File: src/rtl/pla_minterm_scanner_pkg.sv
// Shared types and widths for the PLA minterm scanner.
// Used by the top module and the function evaluator.
package pla_scan_pkg;
  localparam int VEC_W = 8;
  localparam int CNT_W = 9;

  typedef enum logic [1:0] {
    IDLE = 2'd0,
    SCAN = 2'd1,
    HOLD = 2'd2,
    DONE = 2'd3
  } state_e;
endpackage

File: src/rtl/pla_minterm_scanner_xcpla_fn_eval.sv
// Purely combinational evaluator for the benchmark function f(x7..x0).
// Swap this module out to scan a different PLA function.
module xcpla_fn_eval
  import pla_scan_pkg::*;
(
  input  logic [VEC_W-1:0] x,
  output logic             f
);
  logic g;
  logic h;

  always_comb begin
    g = x[3] ^ (x[0] & ~(x[3] ^ x[4]) & (x[4] ^ (~x[1] & x[2])));
    h = x[4] & (x[0] | x[1] | x[2]);
    f = ~(x[6] & ~x[7] & (x[5] ? h : g));
  end
endmodule

File: src/rtl/pla_minterm_scanner.sv
// Scans all 256 input vectors, one per cycle, and hands out those where f == target.
// Optional 9-bit saturating hit counter behind PLA_MINTERM_SCANNER_HIT_COUNT_EN.
module pla_minterm_scanner
  import pla_scan_pkg::*;
#(
  parameter bit DESCEND = 1'b0
) (
  input  logic       clk,
  input  logic       rst_n,
  input  logic       start,
  input  logic       target,
  input  logic       abort,
  input  logic       out_ready,
  output logic       out_valid,
  output logic [7:0] out_vec,
  output logic       busy,
`ifdef PLA_MINTERM_SCANNER_HIT_COUNT_EN
  output logic [8:0] hit_count,
`endif
  output logic       done
);
  localparam logic [VEC_W-1:0] IDX_FIRST = DESCEND ? 8'hFF : 8'h00;
  localparam logic [VEC_W-1:0] IDX_LAST  = DESCEND ? 8'h00 : 8'hFF;
  localparam logic [VEC_W-1:0] IDX_ONE   = 8'h01;

  state_e           state_q, state_d;
  logic [VEC_W-1:0] idx_q, idx_d;
  logic [VEC_W-1:0] vec_q, vec_d;
  logic             tgt_q, tgt_d;
  logic             vld_q, vld_d;
  logic             busy_q, busy_d;
  logic             done_q, done_d;
  logic             f_val;
  logic             idx_last;
  logic [VEC_W-1:0] idx_step;
`ifdef PLA_MINTERM_SCANNER_HIT_COUNT_EN
  localparam logic [CNT_W-1:0] HIT_MAX = 9'd256;
  logic [CNT_W-1:0] hit_q, hit_d;
`endif

  xcpla_fn_eval u_fn (
    .x (idx_q),
    .f (f_val)
  );

  assign idx_last = (idx_q == IDX_LAST);
  assign idx_step = DESCEND ? (idx_q - IDX_ONE) : (idx_q + IDX_ONE);

  always_comb begin
    state_d = state_q;
    idx_d   = idx_q;
    vec_d   = vec_q;
    tgt_d   = tgt_q;
    vld_d   = vld_q;
    done_d  = 1'b0;
`ifdef PLA_MINTERM_SCANNER_HIT_COUNT_EN
    hit_d   = hit_q;
`endif
    case (state_q)
      IDLE: begin
        if (start && !abort) begin
          state_d = SCAN;
          idx_d   = IDX_FIRST;
          tgt_d   = target;
`ifdef PLA_MINTERM_SCANNER_HIT_COUNT_EN
          hit_d   = '0;
`endif
        end
      end
      SCAN: begin
        if (abort) begin
          state_d = IDLE;
        end else if (f_val == tgt_q) begin
          vec_d   = idx_q;
          vld_d   = 1'b1;
          state_d = HOLD;
        end else if (idx_last) begin
          state_d = DONE;
          done_d  = 1'b1;
        end else begin
          idx_d = idx_step;
        end
      end
      HOLD: begin
        // vld_q is always set here, so a ready seen during SCAN never counts
        if (abort) begin
          state_d = IDLE;
          vld_d   = 1'b0;
        end else if (out_ready) begin
          vld_d = 1'b0;
`ifdef PLA_MINTERM_SCANNER_HIT_COUNT_EN
          if (hit_q != HIT_MAX) hit_d = hit_q + 9'd1;
`endif
          if (idx_last) begin
            state_d = DONE;
            done_d  = 1'b1;
          end else begin
            idx_d   = idx_step;
            state_d = SCAN;
          end
        end
      end
      DONE: begin
        state_d = IDLE;
      end
      default: begin
        state_d = IDLE;
        vld_d   = 1'b0;
      end
    endcase
    busy_d = (state_d != IDLE);
  end

  always_ff @(posedge clk or negedge rst_n) begin
    if (!rst_n) begin
      state_q <= IDLE;
      idx_q   <= '0;
      vec_q   <= '0;
      tgt_q   <= 1'b0;
      vld_q   <= 1'b0;
      busy_q  <= 1'b0;
      done_q  <= 1'b0;
`ifdef PLA_MINTERM_SCANNER_HIT_COUNT_EN
      hit_q   <= '0;
`endif
    end else begin
      state_q <= state_d;
      idx_q   <= idx_d;
      vec_q   <= vec_d;
      tgt_q   <= tgt_d;
      vld_q   <= vld_d;
      busy_q  <= busy_d;
      done_q  <= done_d;
`ifdef PLA_MINTERM_SCANNER_HIT_COUNT_EN
      hit_q   <= hit_d;
`endif
    end
  end

  assign out_valid = vld_q;
  assign out_vec   = vec_q;
  assign busy      = busy_q;
  assign done      = done_q;
`ifdef PLA_MINTERM_SCANNER_HIT_COUNT_EN
  assign hit_count = hit_q;
`endif
endmodule

File: config.mk
export PLATFORM = sky130hd
export DESIGN_NAME = pla_minterm_scanner
export DESIGN_NICKNAME = d
export VERILOG_FILES = /design/src/rtl/pla_minterm_scanner_pkg.sv /design/src/rtl/pla_minterm_scanner_xcpla_fn_eval.sv /design/src/rtl/pla_minterm_scanner.sv
export SDC_FILE = /design/constraint.sdc
export NUM_CORES = 1
export LEC_CHECK = 0
export ABC_AREA = 1
export BUFFER_PORTS_ARGS = -buffer_cell sky130_fd_sc_hd__buf_2
export CAP_MARGIN = 20
export CORE_MARGIN = 5
export CORE_UTILIZATION = 64
export CTS_BUF_LIST = sky130_fd_sc_hd__clkbuf_4 sky130_fd_sc_hd__clkbuf_8
export DETAILED_ROUTE_END_ITERATION = 10
export GPL_TIMING_DRIVEN = 0
export PLACE_DENSITY = 0.95
export SLEW_MARGIN = 5
export SYNTH_ARGS = -nofsm -noshare
export SYNTH_HDL_FRONTEND = slang
export SYNTH_SLANG_ARGS = --single-unit
File: constraint.sdc
create_clock -name clk -period 3.7 [get_ports clk]
set_input_delay 0.37 -clock clk [delete_from_list [all_inputs] [get_ports clk]]
set_output_delay 0.37 -clock clk [all_outputs]
set_load 0.01 [all_outputs]
Word-level counts from Yosys, hierarchy flattened
Index checks and enable logic that the tools add are counted.
{"block": "totals", "in_bits": 6, "elab_cells": 73, "ff_bits": 22, "out_inout_bits": 11}
{"block": "classes", "n_reduce_logical": 10, "bitwise": 16, "eq_ne": 12, "muxes": 27, "add_sub_neg": 1}
{"op": "8-bit 2-to-1 mux", "count": 6}
{"op": "8-bit case mux with 3 select lines", "count": 1}
{"op": "2-bit 2-to-1 mux", "count": 7}
{"op": "2-bit != test (second input constant)", "count": 6}
{"op": "1-bit 2-to-1 mux", "count": 10}
{"op": "8-bit by 1-bit adder with 8-bit output (second input constant)", "count": 1}
{"op": "8-bit equality test (second input constant)", "count": 1}
{"op": "2-bit case mux with 4 select lines", "count": 1}
{"op": "1-bit bitwise AND", "count": 6}
{"op": "6-bit AND reduction", "count": 1}
{"op": "1-bit NOT", "count": 5}
{"op": "2-bit equality test (second input constant)", "count": 2}
{"op": "1-bit case mux with 2 select lines", "count": 2}
{"op": "4-bit AND reduction", "count": 1}
{"op": "2-bit nonzero test", "count": 2}
{"op": "3-bit != test (second input constant)", "count": 1}
{"op": "3-bit AND reduction", "count": 1}
{"op": "3-bit nonzero test", "count": 1}
{"op": "1-bit XOR", "count": 3}
{"op": "2-bit by 1-bit equality test with 1-bit output (second input constant)", "count": 1}
{"op": "2-bit logical NOT", "count": 1}
{"op": "1-bit bitwise OR", "count": 2}
{"op": "2-bit AND reduction", "count": 1}
{"op": "1-bit equality test", "count": 1}
{"op": "other kinds (2)", "count": 2}

Logic depth before layout (Yosys ltp)
Gate-level depths: netlist (run 1).
{"block": "logic_depth", "depth_word": 13, "ltp_mapped": 14, "ltp_nobuf": 14}

By module
A second synthesis (run 1) with hierarchy kept.
{"block": "hier_totals", "cells_unflattened": 189, "hier_area_um2": 1397.6}
{"module": "pla_minterm_scanner", "cells_per_inst": 172, "instances": 1, "seq_area_each_um2": 550.5, "area_per_inst_um2": 1325.0}
{"module": "xcpla_fn_eval", "cells_per_inst": 17, "instances": 1, "seq_area_each_um2": 0.0, "area_per_inst_um2": 72.6}

Least setup slack after synthesis (run 1)
Ideal clock, no wire load.
{"block": "synth_timing", "kind": "flip-flop to flip-flop", "start": "register idx_q[3]", "end": "register idx_q[4]", "path_buffers": 1, "path_slack_ns": 1.929, "t_arrival_ns": 1.653, "synth_period_minus_slack_ns": 1.771, "setup_time_ns": 0.118, "t_required_ns": 3.582, "path_stages_with_launch": 13, "cell_sequence": "dfrtp_1 > ha_1 > nor2_2 > nand3_1 > nand2_1 > nand2_1 > nand2_2 > nand4_2 > nand3_4 > nand2_4 > buf_8 > nand2_1 > o21ai_2"}
{"block": "synth_via", "elab_chain_len": 11, "elab_cells_between_ends": 19, "classes_between": "add/sub (1); eq/ne (3); mux (7); bitwise (7); reduce/logical (1)"}
{"item": "from (decl)", "line": "pla_minterm_scanner.sv:27", "source": "logic [VEC_W-1:0] idx_q, idx_d;"}
{"item": "from (signal assigned)", "line": "pla_minterm_scanner.sv:128", "source": "idx_q <= idx_d;"}
{"item": "1-bit XOR", "line": "pla_minterm_scanner_xcpla_fn_eval.sv:13", "source": "g = x[3] ^ (x[0] & ~(x[3] ^ x[4]) & (x[4] ^ (~x[1] & x[2])));"}
{"item": "1-bit NOT", "line": "pla_minterm_scanner_xcpla_fn_eval.sv:13"}
{"item": "1-bit bitwise AND (2 in a row)", "line": "pla_minterm_scanner_xcpla_fn_eval.sv:13"}
{"item": "1-bit XOR", "line": "pla_minterm_scanner_xcpla_fn_eval.sv:13"}
{"item": "1-bit 2-to-1 mux", "line": "pla_minterm_scanner_xcpla_fn_eval.sv:15", "source": "f = ~(x[6] & ~x[7] & (x[5] ? h : g));"}
{"item": "1-bit bitwise AND", "line": "pla_minterm_scanner_xcpla_fn_eval.sv:15"}
{"item": "1-bit NOT", "line": "pla_minterm_scanner_xcpla_fn_eval.sv:15"}
{"item": "1-bit equality test", "line": "pla_minterm_scanner.sv:73", "source": "end else if (f_val == tgt_q) begin"}
{"item": "2-bit != test (no line)"}
{"item": "6-bit AND reduction (no line)"}
Several ways; a longest one is shown, not always the timed one. The select of a mux whose other input is x is not followed.
A chain may end at the register's enable or synchronous reset.

Final worst setup path (run 1)
{"block": "layout_timing", "start": "register idx_q[3]", "end": "register busy_q (netlist: busy)"}
{"block": "layout_via", "elab_chain_len": 13, "elab_cells_between_ends": 18, "classes_between": "eq/ne (2); mux (8); bitwise (7); reduce/logical (1)"}
{"item": "1-bit XOR", "line": "pla_minterm_scanner_xcpla_fn_eval.sv:13"}
{"item": "1-bit NOT", "line": "pla_minterm_scanner_xcpla_fn_eval.sv:13"}
{"item": "1-bit bitwise AND (2 in a row)", "line": "pla_minterm_scanner_xcpla_fn_eval.sv:13"}
{"item": "1-bit XOR", "line": "pla_minterm_scanner_xcpla_fn_eval.sv:13"}
{"item": "1-bit 2-to-1 mux", "line": "pla_minterm_scanner_xcpla_fn_eval.sv:15"}
{"item": "1-bit bitwise AND", "line": "pla_minterm_scanner_xcpla_fn_eval.sv:15"}
{"item": "1-bit NOT", "line": "pla_minterm_scanner_xcpla_fn_eval.sv:15"}
{"item": "1-bit equality test", "line": "pla_minterm_scanner.sv:73"}
{"item": "2-bit 2-to-1 mux", "line": "pla_minterm_scanner.sv:73"}
{"item": "2-bit 2-to-1 mux", "line": "pla_minterm_scanner.sv:71", "source": "if (abort) begin"}
{"item": "2-bit case mux with 4 select lines *", "line": "pla_minterm_scanner.sv:59", "source": "case (state_q)"}
{"item": "2-bit nonzero test *", "line": "pla_minterm_scanner.sv:111", "source": "busy_d = (state_d != IDLE);"}
{"item": "net busy_d", "line": "pla_minterm_scanner.sv:31", "source": "logic busy_q, busy_d;"}
{"item": "to (signal assigned)", "line": "pla_minterm_scanner.sv:132", "source": "busy_q <= busy_d;"}
{"item": "to (decl)", "line": "pla_minterm_scanner.sv:31"}
Mark *: on every way through the listed nets, which the timed path passes. The rest lies on a longest branch.

==> metrics.md, run 1 <==
| Metric | Value |
|---|---|
| Global-route met2 utilization | `0.3189` |
| Final setup vio count | `0` |
| Post-CTS Hold Buffers | `0` |
| Avg WL per Cell | `13.18 um` |
| Flop2flop setup slack | `1.67 ns` |
| Crit path arrival time | `2.23 ns` |
| Global route hottest layer | `met2` |
| Antenna-violating nets left | `0` |
| Fill count | `155` |
| Final Cell Area | `0.001504 mm^2` |
| Hold Fails Final Rpt | `0` |
| Post-CTS resize count | `0` |
| DR vias/cell | `5.385` |
| # Post-CTS Setup Buffers | `0` |
| ANT cells | `0` |
| Register area share after synthesis | `0.4067` |
| GR Util met1 | `0.2515` |
| Initial antenna violation count | `0` |
| Max-slew violations | `0` |
| Worst Setup EP | `busy$_DFF_PN0_` |
| CP max stage cell | `dfrtp_1` |
| Worst slew margin | `0.6760` |
| Number of flops mapped to enable cells by yosys | `0` |
| Die area | `0.003135 mm^2` |
| Synth Net Count | `185` |
| GPL Wtd Cong | `0.8598` |
| Status | `completed` |
| Setup TNS | `0 ns` |
| Max H-tree Level | `1` |
| Ys async rst share | `1.000` |
| First-pass GRT wire length | `4974 um` |
| RR Startpoint | `idx_q[3]$_DFFE_PN0P_` |
| Largest net degree at the start of global routing | `23` |
| Startpoint type of the worst setup path | `flop` |
| Std cell rows | `16` |
| Initial Utilization | `0.6831` |
| RSZ-0062 raised after global routing | `false` |
| Least-Margin Pin Slew | `0.4860 ns` |
| GRT Total Usage | `0.1943` |
| Main flop type after synthesis | `dfrtp_1` |
| Area growth, synth to finish | `11.09%` |
| # clock sinks | `22` |
| Total number of vias | `1174` |
| Num CTS Buffers | `3` |
| Residual DRC count | `0` |
| Crit path from | `idx_q[3]$_DFFE_PN0P_` |
| P per Cell Area | `731.6 mW/mm^2` |
| Max Cap Viol | `0` |
| Gate Count Post-Synth | `171` |
| Synth cell types | `27` |
| Worst-path clk slew | `0.12 ns` |
| I/O Pins | `17` |
| Final min period | `2.027 ns` |
| CP max stage delay | `0.46 ns` |
| Met3 GRT Util | `0.03016` |
| Drt first pass iters | `4` |
| Worst Path Required | `3.90 ns` |
| Worst-Skew Late Latency | `0.31 ns` |
| DR iter-0 viols | `41` |
| Crit path top cell by count | `nand2_1` |
| Clock Tree Buf Depth | `2` |
| Leakage | `0.8092 nW` |
| Post-DP Area | `0.001468 mm^2` |
| Worst-path fanout max | `8` |
| Die Ht | `55.99 um` |
| Crit. End Element | `flop` |
| DIE WIDTH | `55.99 um` |
| Count of input and output buffers | `16` |
| Maximum vdd ir drop | `627.4 uV` |
| HP Class | `primary input to async pin` |
| Vias in the first global route | `1157` |
| XOR/XNOR Fraction of Synth Area | `0.006470` |
| Core ar. | `0.001982 mm^2` |
| Final wirelength | `2874 um` |
| CP Cell Sequence | `ha_1 -> nor2_2 -> nand3_1 -> nand2_1 -> nand2_1 -> nand2_2 -> nand4_2 -> nand3_4 -> nand2_1 -> a21oi_1 -> nand2_1` |
| Simple-gate share of the synthesized area | `0.3124` |
| Compound-Gate Fraction of Synth Area | `0.1118` |
| Share of cells above drive strength 1 | `0.2199` |
| Core Util, Final | `0.7588` |
| CTS tree | `done` |
| Period utilization | `0.5477` |
| # nets final | `206` |
| Combinational family with the most area after synthesis | `simple AND/OR/NAND/NOR gates` |
| Yosys warns | `0` |
| Synthesis-stage register bit count | `22` |
| Post-Synth Adder-Cell Area | `0.07394` |
| Multiplexer share of the synthesized area | `0` |
| Root Buffer | `clkbuf_4` |
| GRT Residual Overflow | `0` |
| FF-to-FF End | `busy$_DFF_PN0_` |
| Crit Path Class | `flop to flop` |
| Final HPWL DP | `2201 um` |
| FF-to-FF path depth | `11` |
| Fmax | `0.4935 GHz` |
| Post-synthesis average cell area | `7.917 um^2` |
| Setup Skew | `0.004448 ns` |
| Post-Syn Area | `0.001354 mm^2` |
[Yosys cell counts, types with 2 or more instances]
library cell,instances,area share
a21oi_2,2,0.013
o21ai_1,6,0.022
nand2_1,46,0.13
ha_1,8,0.074
nand3_4,2,0.026
nand4_1,4,0.018
nand3b_1,2,0.011
inv_2,5,0.014
nand2_2,2,0.0092
nand3_1,9,0.033
nor2_1,18,0.050
inv_1,17,0.047
o21ai_2,4,0.026
a21oi_1,10,0.037
o21ai_0,2,0.0074
nor3_1,2,0.0074
dfrtp_1,22,0.41
[cell type report]
cell class	instances	area [um^2]	area share
Multi-Input combinational cell	123	683.2	0.4542
Sequential cell	22	550.5	0.3661
Inverter	23	86.33	0.05740
Timing Repair Buffer	16	80.08	0.05324
Clock buffer	4	36.28	0.02413
Buffer	3	33.78	0.02246
Tap cell	27	33.78	0.02246
[how the worst min path moves through the flow]
stage,end,slack (ns),cells after the start
6_report,tgt_q$_DFFE_PN0P_,0.004,1
5_1_grt,out_vec[1]$_DFFE_PN0P_,0.04,1
4_1_cts,out_vec[2]$_DFFE_PN0P_,0.02,1
3_5_place_dp,out_vec[2]$_DFFE_PN0P_,0.36,1
3_3_place_gp,out_vec[1]$_DFFE_PN0P_,0.34,1
2_1_floorplan,busy$_DFF_PN0_,0.07,0
[worst max-delay path: cells and delay by family (launching register included)]
kind                     cells  cell delay [ns]
AND/OR/NAND/NOR              9             0.92
AO/OA/AOI/OAI                1             0.21
adder cells (fa/ha/maj)      1             0.33
flip-flops                   1             0.46
[through the flow]
stage | total power, mW | cells | hold WS [ns] | setup WS [ns]
5_1_grt | 1.196 | 218 | 0.03894 | 1.523
3_3_place_gp | 0.9419 | 214 | 0.3444 | 1.801
4_1_cts | 1.102 | 218 | 0.01592 | 1.697
2_1_floorplan | 0.8224 | 171 | 0.07441 | 1.929
6_report | 1.100 | 218 | 0.003884 | 1.673
3_5_place_dp | 0.9681 | 214 | 0.3572 | 1.719
[placed cells by master (no fill, tap or decap), types with 2 or more instances in the layout]
| cell | Yosys | layout |
|---|---|---|
| inv_2 | 5 | 5 |
| o21ai_2 | 4 | 4 |
| nand2_1 | 46 | 46 |
| ha_1 | 8 | 8 |
| o21ai_0 | 2 | 2 |
| clkbuf_4 | 0 | 3 |
| dfrtp_1 | 22 | 22 |
| inv_1 | 17 | 17 |
| nand3_1 | 9 | 9 |
| a21oi_1 | 10 | 10 |
| nor3_1 | 2 | 2 |
| nand4_1 | 4 | 4 |
| nand3b_1 | 2 | 2 |
| nand3_4 | 2 | 2 |
| o21ai_1 | 6 | 6 |
| a21oi_2 | 2 | 2 |
| buf_2 | 0 | 16 |
| nor2_1 | 18 | 18 |
| nand2_2 | 2 | 2 |
[routing by layer]
| layer | share of wire | up-vias |
|---|---|---|
| met5 | 0 | - |
| met4 | 0.016 | 0 |
| met3 | 0.067 | 6 |
| met2 | 0.49 | 39 |
| met1 | 0.43 | 540 |
| li1 | - | 589 |
[sequential cells by signal, indices dropped and copies added, names as in the netlist]
name and flops:
idx_q 8, out_vec 8, state_q 2, busy 1
done 1, out_valid 1, tgt_q 1
[where the power goes]
part	total (mW)	internal [mW]	switching, mW
registers	0.374	0.317	0.0574
clock network	0.132	0.0601	0.0721
logic	0.594	0.215	0.378
[kinds of logic after synthesis]
group / after synthesis
compound gates: 25
xor+xnor: 1
fa+ha+maj: 8
buf+inv: 26
flops: 22
simple gates: 89
Note: power is estimated with default switching activity, not from simulation.
==> run 2: changes to the inputs <==
--- a/config.mk
+++ b/config.mk
@@ -9,11 +9,11 @@
 export BUFFER_PORTS_ARGS = -buffer_cell sky130_fd_sc_hd__buf_2
 export CAP_MARGIN = 20
 export CORE_MARGIN = 5
-export CORE_UTILIZATION = 64
+export CORE_UTILIZATION = 59
 export CTS_BUF_LIST = sky130_fd_sc_hd__clkbuf_4 sky130_fd_sc_hd__clkbuf_8
 export DETAILED_ROUTE_END_ITERATION = 10
 export GPL_TIMING_DRIVEN = 0
-export PLACE_DENSITY = 0.95
+export PLACE_DENSITY = 0.89
 export SLEW_MARGIN = 5
 export SYNTH_ARGS = -nofsm -noshare
 export SYNTH_HDL_FRONTEND = slang
==> constraint.sdc (replaced) <==
create_clock -name clk -period 2 [get_ports clk]
set_input_delay 0.2 -clock clk [delete_from_list [all_inputs] [get_ports clk]]
set_output_delay 0.2 -clock clk [all_outputs]
set_load 0.01 [all_outputs]
==> run 2 against run 1 <==
Worst hold slack gained 0.16 ns. Largest cell class unchanged. Design area grew 11%. Power grew 120%. Register-to-register slack lost 1.6 ns. Sequential cell count is the same. Global-route usage shrank 0.38 points. Sequential power grew 87%. Critical path depth grew 1. Setup slack lost 1.6 ns. Combinational power grew 140%. Final cell count grew 5.0%. First-iteration DRC count grew to 2.7 times the previous value. Critical path type unchanged.
==> metrics.md, run 2 (synthesis results as in run 1) <==
| Metric | Value |
|---|---|
| Maximum vdd ir drop | `917.6 uV (was 627.4 uV)` |
| Initial antenna violation count | `0 (unchanged)` |
| Share of cells above drive strength 1 | `0.2836 (was 0.2199)` |
| Hold path depth | `3` |
| Die Ht | `57.90 um (was 55.99 um)` |
| Vias in the first global route | `1097 (was 1157)` |
| Leakage | `0.8743 nW (was 0.8092 nW)` |
| Setup Skew | `0.004305 ns (was 0.004448 ns)` |
| Max-slew violations | `0 (unchanged)` |
| DR vias/cell | `5.721 (was 5.385)` |
| Crit Path Class | `flop to flop (unchanged)` |
| CTS tree | `done (unchanged)` |
| Core Util, Final | `0.7568 (was 0.7588)` |
| Status | `completed (unchanged)` |
| Avg WL per Cell | `15.63 um (was 13.18 um)` |
| Crit. End Element | `flop (unchanged)` |
| RR Startpoint | `idx_q[0]$_DFFE_PN0P_ (was idx_q[3]$_DFFE_PN0P_)` |
| Area growth, synth to finish | `23.66% (was 11.09%)` |
| I/O Pins | `17 (unchanged)` |
| Clock Tree Buf Depth | `2 (unchanged)` |
| Final wirelength | `3579 um (was 2874 um)` |
| Total number of vias | `1310 (was 1174)` |
| Final Cell Area | `0.001674 mm^2 (was 0.001504 mm^2)` |
| GRT Total Usage | `0.1905 (was 0.1943)` |
| Startpoint type of the worst setup path | `flop (unchanged)` |
| Residual DRC count | `0 (unchanged)` |
| Max H-tree Level | `1 (unchanged)` |
| WL met1 | `1327 um (was 1234 um)` |
| DR top layer | `met4 (unchanged)` |
| First-pass GRT wire length | `4899 um (was 4974 um)` |
| # clock sinks | `22 (unchanged)` |
| Metal3 WL | `264 um (was 192 um)` |
| Final HPWL DP | `2144 um (was 2201 um)` |
| Final min period | `1.976 ns (was 2.027 ns)` |
| Worst slew margin | `0.6743 (was 0.6760)` |
| GPL Wtd Cong | `0.9030 (was 0.8598)` |
| Fmax | `0.5060 GHz (was 0.4935 GHz)` |
| Core ar. | `0.002212 mm^2 (was 0.001982 mm^2)` |
| Drt first pass iters | `8 (was 4)` |
| Std cell rows | `17 (was 16)` |
| CP max stage delay | `0.44 ns (was 0.46 ns)` |
| Worst-path fanout max | `6 (was 8)` |
| Period utilization | `0.9881 (was 0.5477)` |
| FF-to-FF End | `out_valid$_DFFE_PN0P_ (was busy$_DFF_PN0_)` |
| Crit path top cell by count | `nand2_1 (unchanged)` |
| Worst-Skew Late Latency | `0.32 ns (was 0.31 ns)` |
| CP Cell Sequence | `inv_2 -> ha_1 -> inv_1 -> o21ai_1 -> nand2_1 -> nand3_4 -> nand2_4 -> nand3_4 -> buf_6 -> clkinv_1 -> nand2_1 -> nand2_1 (was ha_1 -> nor2_2 -> nand3_1 -> nand2_1 -> nand2_1 -> nand2_2 -> nand4_2 -> nand3_4 -> nand2_1 -> a21oi_1 -> nand2_1)` |
| Initial Utilization | `0.6120 (was 0.6831)` |
| Num CTS Buffers | `3 (unchanged)` |
| Count of input and output buffers | `16 (unchanged)` |
| Final setup vio count | `0 (unchanged)` |
| Post-DP Area | `0.001469 mm^2 (was 0.001468 mm^2)` |
| Final instance count without filler cells | `229 (was 218)` |
| Least-Margin Pin Slew | `0.4886 ns (was 0.4860 ns)` |
| # placed instances | `215 (was 214)` |
| Worst Path Required | `2.21 ns (was 3.90 ns)` |
| Hold_sp | `target` |
| Root Buffer | `clkbuf_4 (unchanged)` |
| Most common cell after layout, fill and taps aside | `nand2_1 (unchanged)` |
| DIE WIDTH | `57.90 um (was 55.99 um)` |
| Routed met2 length | `1775 um (was 1401 um)` |
| Crit path arrival time | `2.19 ns (was 2.23 ns)` |
| GRT Residual Overflow | `0 (unchanged)` |
| Max Cap Viol | `0 (unchanged)` |
| Power Total | `2.468 mW (was 1.100 mW)` |
| Flop2flop setup slack | `0.02 ns (was 1.67 ns)` |
| DR iter-0 viols | `112 (was 41)` |
| Antenna-violating nets left | `0 (unchanged)` |
| HP Class | `primary input to flop (was primary input to async pin)` |
| CP max stage cell | `dfrtp_1 (unchanged)` |
| P per Cell Area | `1474 mW/mm^2 (was 731.6 mW/mm^2)` |
| Hold Fails Final Rpt | `0 (unchanged)` |
| # nets final | `216 (was 206)` |
| RSZ-0062 raised after global routing | `true (was false)` |
| Setup TNS | `0 ns (unchanged)` |
| Destination of the worst hold path | `tgt_q$_DFFE_PN0P_` |
| Worst-path clk slew | `0.13 ns (was 0.12 ns)` |
| Die area | `0.003352 mm^2 (was 0.003135 mm^2)` |
| Largest net degree at the start of global routing | `23 (unchanged)` |
| FF-to-FF path depth | `12 (was 11)` |
| ANT cells | `0 (unchanged)` |
| Commonest non-fill, non-tap cells in the layout | `nand2_1, dfrtp_1, inv_1 (was nand2_1, dfrtp_1, nor2_1)` |
## run 2: changes by cell type in the layout (fill, tap and decap cells not counted), sizes merged
cell / previous run / this run
buf: 19 / 27
bufinv: 0 / 1
dlygate4sd3: 0 / 1
## run 2: what timing repair did
| item | 4_1_cts | 5_1_grt |
|---|---|---|
| endpoints found under the setup margin | 0 | 20 |
| endpoints found under the hold margin | 22 | 0 |
| hold buffers | 1 | 0 |
| resized for setup | 0 | 16 |
| buffers inserted | 0 | 7 |
## run 2: metrics by stage
| stage | hold WS (ns) | worst slack (ns) |
|---|---|---|
| after floorplan | -0.09559 | 0.2291 |
| after global placement | 0.1800 | 0.1070 |
| after detailed placement | 0.1875 | 0.06679 |
| after CTS | 0.1501 | 0.04471 |
| after global routing | 0.1649 | -0.09820 |
| final | 0.1666 | 0.02386 |
## run 2: power by group
group,internal [mW],switching [mW]
Combinational,0.564,0.857
Sequential,0.586,0.112
Clock,0.203,0.146
## run 2: critical path, delay by kind of cell (launching register included)
kind / cells / cell delay [ns]
flops: 1 / 0.44
compound gates: 1 / 0.18
fa+ha+maj: 1 / 0.15
simple gates: 6 / 0.71
buf+inv: 4 / 0.39
## run 2: how the worst max path moves through the flow
stage	startpoint	end
after floorplan	idx_q[3]$_DFFE_PN0P_	idx_q[4]$_DFFE_PN0P_
after detailed placement	idx_q[3]$_DFFE_PN0P_	busy$_DFF_PN0_
after CTS	idx_q[3]$_DFFE_PN0P_	busy$_DFF_PN0_
final	idx_q[0]$_DFFE_PN0P_	out_valid$_DFFE_PN0P_
after global routing	idx_q[1]$_DFFE_PN0P_	out_valid$_DFFE_PN0P_
after global placement	state_q[0]$_DFF_PN0_	idx_q[1]$_DFFE_PN0P_
## run 2: per-layer routing
| metal | vias to the layer above | global-route usage |
|---|---|---|
| met2 | 86 | 0.3194 |
| met4 | 0 | 0.1093 |
| met5 | - | 0 |
| met1 | 582 | 0.2298 |
| met3 | 29 | 0.03118 |
| li1 | 613 | - |
## run 2: area by class of cell
class / instances / area (um^2)
Multi-Input combinational cell: 123 / 737.0
Sequential cell: 22 / 550.5
Timing Repair Buffer: 26 / 178.9
Buffer: 3 / 33.78
Fill cell: 133 / 538.0
Clock inverter: 1 / 30.03
Inverter: 23 / 86.33
Tap cell: 28 / 35.03
Clock buffer: 3 / 22.52
==> run 3: changes to the inputs <==
--- a/config.mk
+++ b/config.mk
@@ -14,7 +14,8 @@
 export DETAILED_ROUTE_END_ITERATION = 10
 export GPL_TIMING_DRIVEN = 0
 export PLACE_DENSITY = 0.89
-export SLEW_MARGIN = 5
+export SETUP_SLACK_MARGIN = 0.4
+export SLEW_MARGIN = 10
 export SYNTH_ARGS = -nofsm -noshare
 export SYNTH_HDL_FRONTEND = slang
 export SYNTH_SLANG_ARGS = --single-unit
==> run 3 against run 2 <==
Utilization rose by 2.5 points. Die area is the same. Worst hold slack worse by 0.032 ns. Sequential share of layout area down 1.0 points. Final cell count increased by 0.44%. Clock power is 41% lower. Fmax up 1.3%. Register-to-register slack gained 0.03 ns. Sequential cell count unchanged.
==> metrics.md, run 3 (synthesis results as in run 1) <==
| Metric | Value |
|---|---|
| Final min period | `1.950 ns (was 1.976 ns)` |
| Worst slew margin | `0.6873 (was 0.6743)` |
| CTS tree | `done (unchanged)` |
| Final wirelength | `3510 um (was 3579 um)` |
| Post-DP Area | `0.001489 mm^2 (was 0.001469 mm^2)` |
| P_sw | `1.166 mW (was 1.115 mW)` |
| Max Cap Viol | `0 (unchanged)` |
| Fmax | `0.5128 GHz (was 0.5060 GHz)` |
| Leakage | `0.8736 nW (was 0.8743 nW)` |
| Flop2flop setup slack | `0.05 ns (was 0.02 ns)` |
| Commonest non-fill, non-tap cells in the layout | `nand2_1, dfrtp_1, inv_1 (unchanged)` |
| Setup Skew | `0.006594 ns (was 0.004305 ns)` |
| Antenna-violating nets left | `0 (unchanged)` |
| Switching share of power | `0.4732 (was 0.4519)` |
| Die area | `0.003352 mm^2 (unchanged)` |
| Worst-path fanout max | `4 (was 6)` |
| HP Class | `primary input to flop (unchanged)` |
| Worst Path Required | `2.20 ns (was 2.21 ns)` |
| # clock sinks | `22 (unchanged)` |
| Destination of the worst hold path | `tgt_q$_DFFE_PN0P_ (unchanged)` |
| Crit Path Class | `flop to flop (unchanged)` |
| Startpoint type of the worst setup path | `flop (unchanged)` |
| Initial antenna violation count | `0 (unchanged)` |
| Drt first pass iters | `5 (was 8)` |
| Hold Fails Final Rpt | `0 (unchanged)` |
| Status | `completed (unchanged)` |
| Std cell rows | `17 (unchanged)` |
| Max H-tree Level | `1 (unchanged)` |
| FF-to-FF End | `busy$_DFF_PN0_ (was out_valid$_DFFE_PN0P_)` |
| DIE WIDTH | `57.90 um (unchanged)` |
| Max-slew violations | `0 (unchanged)` |
| P per Cell Area | `1424 mW/mm^2 (was 1474 mW/mm^2)` |
| Maximum vdd ir drop | `967.1 uV (was 917.6 uV)` |
| Root Buffer | `clkbuf_4 (unchanged)` |
| Count of input and output buffers | `16 (unchanged)` |
| FF-to-FF path depth | `12 (unchanged)` |
| Final Cell Area | `0.001730 mm^2 (was 0.001674 mm^2)` |
| Num CTS Buffers | `3 (unchanged)` |
| Clock Tree Buf Depth | `2 (unchanged)` |
| Die Ht | `57.90 um (unchanged)` |
| Worst-path clk slew | `0.12 ns (was 0.13 ns)` |
| Largest net degree at the start of global routing | `23 (unchanged)` |
| Final HPWL DP | `2064 um (was 2144 um)` |
| Share of cells above drive strength 1 | `0.3812 (was 0.2836)` |
| Hold path depth | `3 (unchanged)` |
| DR vias/cell | `5.704 (was 5.721)` |
| Least-Margin Pin Slew | `0.4691 ns (was 0.4886 ns)` |
| Cell internal pwr | `1.298 mW (was 1.353 mW)` |
| I/O Pins | `17 (unchanged)` |
| Core ar. | `0.002212 mm^2 (unchanged)` |
| ANT cells | `0 (unchanged)` |
| GRT Total Usage | `0.1987 (was 0.1905)` |
| GRT Residual Overflow | `0 (unchanged)` |
| Crit. End Element | `flop (unchanged)` |
| Comb pwr share | `0.632 (was 0.576)` |
| Period utilization | `0.9750 (was 0.9881)` |
| First-pass GRT wire length | `5299 um (was 4899 um)` |
| Seq pwr share | `0.285 (was 0.283)` |
| Area growth, synth to finish | `27.82% (was 23.66%)` |
| Final setup vio count | `0 (unchanged)` |
| Avg WL per Cell | `15.26 um (was 15.63 um)` |
| Crit path arrival time | `2.15 ns (was 2.19 ns)` |
| Power Total | `2.463 mW (was 2.468 mW)` |
| Most common cell after layout, fill and taps aside | `nand2_1 (unchanged)` |
| Initial Utilization | `0.6120 (unchanged)` |
| Vias in the first global route | `1183 (was 1097)` |
| Clock power frac | `0.084 (was 0.141)` |
| RR Startpoint | `idx_q[1]$_DFFE_PN0P_ (was idx_q[0]$_DFFE_PN0P_)` |
| # nets final | `218 (was 216)` |
| GPL Wtd Cong | `0.8798 (was 0.9030)` |
| Worst-Skew Late Latency | `0.31 ns (was 0.32 ns)` |
| Total number of vias | `1312 (was 1310)` |
| RSZ-0062 raised after global routing | `true (unchanged)` |
| DR iter-0 viols | `74 (was 112)` |
| Residual DRC count | `0 (unchanged)` |
| Hold_sp | `target (unchanged)` |
## run 3: routing by layer
layer  vias to the layer above  GRT usage  part of all wire
met5                         -          0                 0
met4                         0    0.07616             0.025
met3                        13    0.02227             0.079
met2                        68     0.3000              0.48
met1                       615     0.2909              0.41
li1                        616          -                 -
## run 3: power groups by stage
stage / clock [mW] / sequential, mW / combinational (mW)
floorplan: 0 / 0.723 / 0.835
global placement: 0 / 0.690 / 1.09
detailed placement: 0 / 0.701 / 1.12
CTS: 0.207 / 0.692 / 1.25
global route: 0.230 / 0.720 / 1.68
finish: 0.206 / 0.702 / 1.56
## run 3: area by class of cell
cell class,instances,area [um^2]
multi-input combinational,123,799.5
sequential,22,551.8
tap,28,35.03
clock buffer,3,22.52
timing repair buffer,28,201.4
inverter,23,86.33
fill,140,481.7
buffer,3,33.78
## run 3: repair_timing
action	in CTS	in global routing
gates cloned	1	1
setup endpoints to repair	21	21
pin swaps	7	14
hold buffers	1	0
setup buffers	7	2
resized for setup	6	27
endpoints found under the hold margin	22	0
## run 3: critical path, cell delays in order, from the launching register on
cell and delay, ns:
dfrtp_2 0.46, ha_2 0.20, nand2_1 0.11, inv_2 0.04
nand2_1 0.08, nor2_2 0.05, nand4_1 0.20, nand3b_1 0.19
nand2_1 0.07, nor2_1 0.11, nand2_2 0.07, a21oi_2 0.17
nand2_1 0.08
## run 3: through the flow
stage          TNS (ns)  instances  setup slack, ns  hold slack [ns]    util
6_report              0        230          0.05001           0.1350  0.7822
5_1_grt         -0.6288        230         -0.07404           0.1770  0.7822
4_1_cts               0        227           0.1362           0.1383  0.7217
3_5_place_dp          0        215          0.09784           0.1914  0.6731
3_3_place_gp          0        215           0.1341           0.1838  0.6731
2_1_floorplan         0        171           0.2728         -0.09559       -
## run 3: how the worst max path moves through the flow
| stage | start | to | slack, ns | cells after the start |
|---|---|---|---|---|
| after global routing | idx_q[1]$_DFFE_PN0P_ | busy$_DFF_PN0_ | -0.07 | 12 |
| after floorplan | idx_q[4]$_DFFE_PN0P_ | idx_q[1]$_DFFE_PN0P_ | 0.27 | 13 |
| after CTS | state_q[0]$_DFF_PN0_ | idx_q[7]$_DFFE_PN0P_ | 0.14 | 9 |
| final | idx_q[1]$_DFFE_PN0P_ | busy$_DFF_PN0_ | 0.05 | 12 |
| after global placement | state_q[0]$_DFF_PN0_ | idx_q[1]$_DFFE_PN0P_ | 0.13 | 9 |
| after detailed placement | state_q[0]$_DFF_PN0_ | idx_q[4]$_DFFE_PN0P_ | 0.1 | 9 |
